<file path="config.mk">
export PLATFORM = sky130hd
export DESIGN_NAME = implication_monitor
export DESIGN_NICKNAME = d
export VERILOG_FILES = /design/src/rtl/implication_monitor_pkg.sv /design/src/rtl/implication_monitor_obligation_pipe.sv /design/src/rtl/implication_monitor.sv
export SDC_FILE = /design/constraint.sdc
export NUM_CORES = 1
export LEC_CHECK = 0
export CORE_MARGIN = 5
export CORE_UTILIZATION = 45
export CTS_CLUSTER_DIAMETER = 30
export DETAILED_ROUTE_END_ITERATION = 8
export GPL_TIMING_DRIVEN = 0
export PLACE_DENSITY = 0.78
export SLEW_MARGIN = 5
export SYNTH_ARGS = -nofsm -noshare
export SYNTH_HDL_FRONTEND = slang
export SYNTH_SLANG_ARGS = --single-unit
</file>
<file path="constraint.sdc">
create_clock -name CLK -period 1.5 [get_ports CLK]
set_input_delay 0.15 -clock CLK [delete_from_list [all_inputs] [get_ports CLK]]
set_output_delay 0.15 -clock CLK [all_outputs]
set_load 0.01 [all_outputs]
</file>
<file path="src/rtl/implication_monitor_pkg.sv">
// Shared types and limits for the implication monitor: status encoding and maximum obligation delay.
package implication_monitor_pkg;

  localparam int MAX_DELAY = 16;

  typedef enum logic [1:0] {
    ST_IDLE   = 2'd0,
    ST_ACTIVE = 2'd1,
    ST_FAILED = 2'd2
  } status_e;

endpackage

</file>
<file path="src/rtl/implication_monitor_obligation_pipe.sv">
// Obligation delay line: one bit per launched cycle, oldest bit matures after DELAY edges.
// Overlapping obligations occupy distinct bits and mature independently.
module obligation_pipe #(
  parameter int DELAY = 1
) (
  input  logic             clk_i,
  input  logic             rst_i,
  input  logic             shift_i,
  output logic [DELAY-1:0] state_o,
  output logic             matured_o
);

  logic [DELAY-1:0] sr_q, sr_d;

  // Shifting a 1-bit vector left yields zero, so DELAY=1 degenerates to a single flop.
  always_comb begin
    sr_d    = sr_q << 1;
    sr_d[0] = shift_i;
  end

  always_ff @(posedge clk_i) begin
    if (rst_i) sr_q <= '0;
    else       sr_q <= sr_d;
  end

  assign state_o   = sr_q;
  assign matured_o = sr_q[DELAY-1];

endmodule

</file>
<file path="src/rtl/implication_monitor.sv">
// Checks (en && ante) |-> ##DELAY cons, pulsing pass/fail one cycle after maturity, with saturating counters and sticky status.
// Defining IMPLICATION_MONITOR_SVA_EN adds an inline concurrent assertion of the same property.
module implication_monitor
  import implication_monitor_pkg::*;
#(
  parameter int DELAY = 1,
  parameter int CNT_W = 8
) (
  input  logic             CLK,
  input  logic             RESET,
  input  logic             en,
  input  logic             ante,
  input  logic             cons,
  input  logic             clr,
  output logic             fail,
  output logic             pass,
  output logic             pending,
  output logic [1:0]       status,
  output logic [CNT_W-1:0] fail_cnt,
  output logic [CNT_W-1:0] pass_cnt
);

  localparam logic [CNT_W-1:0] CNT_MAX = '1;

  logic             launch;
  logic [DELAY-1:0] obl_state;
  logic             matured;
  logic             pass_d, fail_d, pending_d;
  logic             pass_q, fail_q, pending_q;
  logic [CNT_W-1:0] pass_cnt_d, fail_cnt_d, pass_cnt_q, fail_cnt_q;
  status_e          state_d, state_q;

  assign launch = en & ante;

  obligation_pipe #(.DELAY(DELAY)) u_pipe (
    .clk_i     (CLK),
    .rst_i     (RESET),
    .shift_i   (launch),
    .state_o   (obl_state),
    .matured_o (matured)
  );

  // pending_d mirrors the pipe contents after this edge: survivors of the shift plus the new launch.
  always_comb begin
    pass_d    = matured & cons;
    fail_d    = matured & ~cons;
    pending_d = (|(obl_state << 1)) | launch;

    pass_cnt_d = pass_cnt_q;
    fail_cnt_d = fail_cnt_q;
    if (clr) begin
      pass_cnt_d = '0;
      fail_cnt_d = '0;
    end else begin
      if (pass_d && pass_cnt_q != CNT_MAX) pass_cnt_d = pass_cnt_q + 1'b1;
      if (fail_d && fail_cnt_q != CNT_MAX) fail_cnt_d = fail_cnt_q + 1'b1;
    end
  end

  always_comb begin
    state_d = state_q;
    if (clr)                     state_d = pending_d ? ST_ACTIVE : ST_IDLE;
    else if (fail_d)             state_d = ST_FAILED;
    else if (state_q != ST_FAILED) state_d = pending_d ? ST_ACTIVE : ST_IDLE;
  end

  always_ff @(posedge CLK) begin
    if (RESET) begin
      pass_q     <= 1'b0;
      fail_q     <= 1'b0;
      pending_q  <= 1'b0;
      pass_cnt_q <= '0;
      fail_cnt_q <= '0;
      state_q    <= ST_IDLE;
    end else begin
      pass_q     <= pass_d;
      fail_q     <= fail_d;
      pending_q  <= pending_d;
      pass_cnt_q <= pass_cnt_d;
      fail_cnt_q <= fail_cnt_d;
      state_q    <= state_d;
    end
  end

  assign pass     = pass_q;
  assign fail     = fail_q;
  assign pending  = pending_q;
  assign status   = state_q;
  assign pass_cnt = pass_cnt_q;
  assign fail_cnt = fail_cnt_q;

`ifdef IMPLICATION_MONITOR_SVA_EN
  a_implication: assert property (@(posedge CLK) disable iff (RESET) (en && ante) |-> ##DELAY cons);
`endif

endmodule

</file>
### Word level (Yosys, flattened, before mapping)

Cells that the tools add are included.
W data, S select, Z words.

* reduce and logical (&&, ||, !) cells: 4
* eq/ne operators: 3
* multiplexer cells: 4
* $add $sub $neg: 2
* bitwise gates (word level): 4

Operator list (number)
* $add A8 B1 Y8 const B: 2
* $ne A8 B8 Y1 const B: 2
* $mux W2: 3
* $and A1 B1 Y1: 3
* $reduce_bool A3 Y1: 1
* $logic_and A1 B1 Y1: 2
* $ne A2 B2 Y1 const B: 1
* $reduce_or A2 Y1: 1
* $mux W1: 1
* $not A1 Y1: 1

* input port bits: 6
* logic and storage cells: 23
* flip-flop bits (word level): 21
* output and inout port bits: 21

### Longest topological paths before layout

* depth in word-level cells: 5
* depth in mapped cells: 5
* mapped depth without buffers: 5

### Hierarchy

From an unflattened synthesis, not the netlist that was laid out.

* cell total of the unflattened synthesis: 112
* area total of the unflattened synthesis: 1046.0 µm²

Modules (own cells, without submodules)
* implication_monitor: area each 1004.7 µm², seq. area each 420.4 µm², cells each 109, instances 1
* obligation_pipe: area each 41.3 µm², seq. area each 20.0 µm², cells each 3, instances 1

### Least setup slack after synthesis

OpenSTA, ideal clock, no wires.

* path kind: flip-flop to flip-flop
* start point: register pass_cnt_q[0] (netlist: pass_cnt[0])
* end point: register pass_cnt_q[0] (netlist: pass_cnt[0])
* buffers on the path: 0
* stages on the path, launching flop included: 6
* data required time: 1.383 ns
* data arrival time: 1.321 ns
* path slack: 0.061 ns
* period minus slack after synthesis: 1.439 ns
* cell sequence: dfxtp_1 > ha_1 > nand3_1 > o21ai_0 > xor2_1 > nor2_1

* cells in the longest elaborated chain, start to end: 2

RTL lines
* start, declared: line implication_monitor.sv:30 `logic [CNT_W-1:0] pass_cnt_d, fail_cnt_d, pass_cnt_q, fail_cnt_q;`
* start signal, assigned: line implication_monitor.sv:79 `pass_cnt_q <= pass_cnt_d;`
* branches (longest 2 deep; another with $add A8 B1 Y8)

Parallel ways; which one is timed is not known.
A chain may end at the register's enable or synchronous reset.

### Final worst setup path

* start point: register pass_cnt_q[3] (netlist: pass_cnt[3])
* end point: output port pass_cnt[3]

RTL lines
* end, declared: line implication_monitor.sv:20 `output logic [CNT_W-1:0] pass_cnt`

No word-level cell between the ends.

==> impl_metrics.toml <==
[timing]
timing.setup.tns_ns = 0
slew_headroom = 0.763
rsz0062_at_grt = "no"
setup_violations = 0
holdWs_ns = 0.364
drv_slew = 0
worst_pin_slew_ns = 0.346
hold_viol_final = 0
fmax_mhz = 692
period_minus_slack_ns = 1.44
finalClockSkew_ns = 0.00912
period_share = 0.963

[synth]
yosysMostFrequentCell = "dfxtp_1"
syn_area_sq_um = 943
ys_ff_latch = 21
ys_types = 33
yosys.area.top_type = "dfxtp_1"
synth_fp_nets = 115
synth_area_leaders = "dfxtp_1, nor3_1, nor2_1"
synth_ff_type = "dfxtp_1"
syn_inst = 107
yosys_warnings = 0
synth_commonest_cells = "dfxtp_1, nor2_1, nor3_1, nand2_1"
synth_edf_count = 0
async_flop_share = 0
yosysSeqAreaShare = 0.446
synth_top_area_share = 0.446
avgSynthCellArea_sq_um = 8.82

[floorplan]
core_area_sq_um = 1980
dieArea_sq_um = 3110
start_util = 0.476
die_y_um = 55.8
io_pins = 27
num_rows = 16
die_x_um = 55.8

[critical_path]
reg2reg_slack_ns = 0.10
endpoint = "pass_cnt[3]"
rr_startpoint = "pass_cnt[4]"
timing.rr.end = "pass_cnt[5]"
r2r_cells = 5
crit_slowest_cell = "clkdlybuf4s50_1"
crit_required_ns = 1.35
crit_start = "pass_cnt[3]"
worstSetupEndpointType = "output port"
critPathLaunchType = "register"
crit_family = "buffers and inverters"
worst-path-max-fanout = 5
path_class = "reg -> out"
cp.depth = 1
crit_chain = "clkdlybuf4s50_1"
cp_num_buf_inv = 1
max_stage_delay_ns = 0.56
cp.arrival_ns = 1.29

[cts]
path_clk_slew_ns = 0.12
cts_num_sinks = 21
clk_latency_ns = 0.31
h-tree-depth = 1
root_buffer = "clkbuf_4"
cts-buffers-inserted = 3
cts_tree = "done"
hold_buffers = 0
cts_setup_buffers = 0
clock_path_buffers = 2

[route]
drt-wirelength-per-cell_um = 13.3
wirelength_um = 2190
first_pass_iters = 4
drtAntennaViolNets = 0
dr_total_vias = 922
drc = 0
first_iter_violations = 38
via_per_inst = 5.62

[global_route]
grt_antenna_before_repair = 0
grt_remaining_overflow = 0
grt_pass1_vias = 879
grt_pass1_wl_um = 3670
grt_max_degree = 12
grt_usage = 0.142

[place]
port_buffers = 26
place_hpwl_um = 1620
routabilityCongestion = 0.824
dp_cells = 160
placed_area_sq_um = 1240

[layout]
antenna_cells = 0
nFillCells = 163
syn2layout_area_growth_pct = 37.0
multi_input_area_sq_um = 513
drive_above_1_share = 0.219
nets = 146
fin_cells = 164
post-route-util = 0.652
final_area_sq_um = 1290
seq_area_sq_um = 438

[job]
cap_violations = 0

[power]
powerDensity_nw_per_um2 = 693
peakVddDrop_mv = 0.515
cellLeakagePower_nw = 0.434

[hold_path]
hold_class = "in -> reg"

[run_status]
status = "finished, final reports clean"
## cells by family (layout without fill, tap and decap cells)
group,count (synthesis),in the layout,share of synthesized area
AND/OR/NAND/NOR,52,52,0.308
AO/OA/AOI/OAI,24,24,0.170
flip-flops,21,21,0.446
buffers and inverters,5,35,0.0225
XOR/XNOR,3,3,0.0279
adder cells (fa/ha/maj),2,2,0.0265
## state kept, by name, summed over array words and instances, names as in the netlist
| name | cells |
|---|---|
| fail | 1 |
| pending | 1 |
| pass | 1 |
| fail_cnt | 8 |
| pass_cnt | 8 |
| status | 2 |
## cell usage in the layout, fill, tap and decap left out, types with 2 or more instances in the layout
cell type / count
clkdlybuf4s50_1: 26
dfxtp_2: 14
nor2_1: 12
nand2_1: 8
nor3_1: 8
nand3_1: 7
a21oi_1: 7
dfxtp_1: 7
nand4_1: 3
xor2_1: 3
a211oi_1: 3
o21ai_0: 3
clkbuf_4: 3
clkbuf_1: 2
inv_1: 2
nor2b_1: 2
and4_4: 2
a41oi_1: 2
and3_1: 2
## power by group
| part | switching [mW] | internal, mW |
|---|---|---|
| logic | 0.0262 | 0.0264 |
| clock network | 0.174 | 0.104 |
| registers | 0.00389 | 0.562 |
## routing by layer
metal | GRT usage | share of wire | vias up
met1 | 0.180 | 0.46 | 431
met3 | 0.0278 | 0.059 | 5
li1 | - | - | 454
met2 | 0.230 | 0.46 | 32
met4 | 0.0694 | 0.018 | 0
met5 | 0 | 0 | -
## worst min path at each step
stage / startpoint / to / slack, ns / depth (start not counted)
final: ante / pending / 0.36 / 3
after global routing: ante / pending / 0.36 / 3
after CTS: ante / pending / 0.37 / 3
after detailed placement: status[1] / status[1] / 0.52 / 2
after global placement: status[1] / status[1] / 0.50 / 2
after floorplan: RESET / fail / 0.22 / 1
## metrics by stage
step	worst slack, ns	power (mW)
finish	0.0559	0.896
global route	0.00559	0.926
CTS	-0.0144	0.902
detailed placement	-0.138	0.630
global placement	-0.135	0.629
floorplan	0.0615	0.599
## area by class of cell
class	count	area share
Tap cell	27	0.0261
Inverter	2	0.00581
Buffer	3	0.0106
Clock buffer	4	0.0203
Sequential cell	21	0.339
Multi-Input combinational cell	81	0.397
Timing Repair Buffer	26	0.201
## timing repair
action | in CTS | in global routing
cloned | 0 | 0
pin swaps | 0 | 2
endpoints found under the setup margin | 7 | 15
endpoints found under the hold margin | 0 | 0
gates resized for setup | 5 | 14
(Power assumes the default switching activity.)
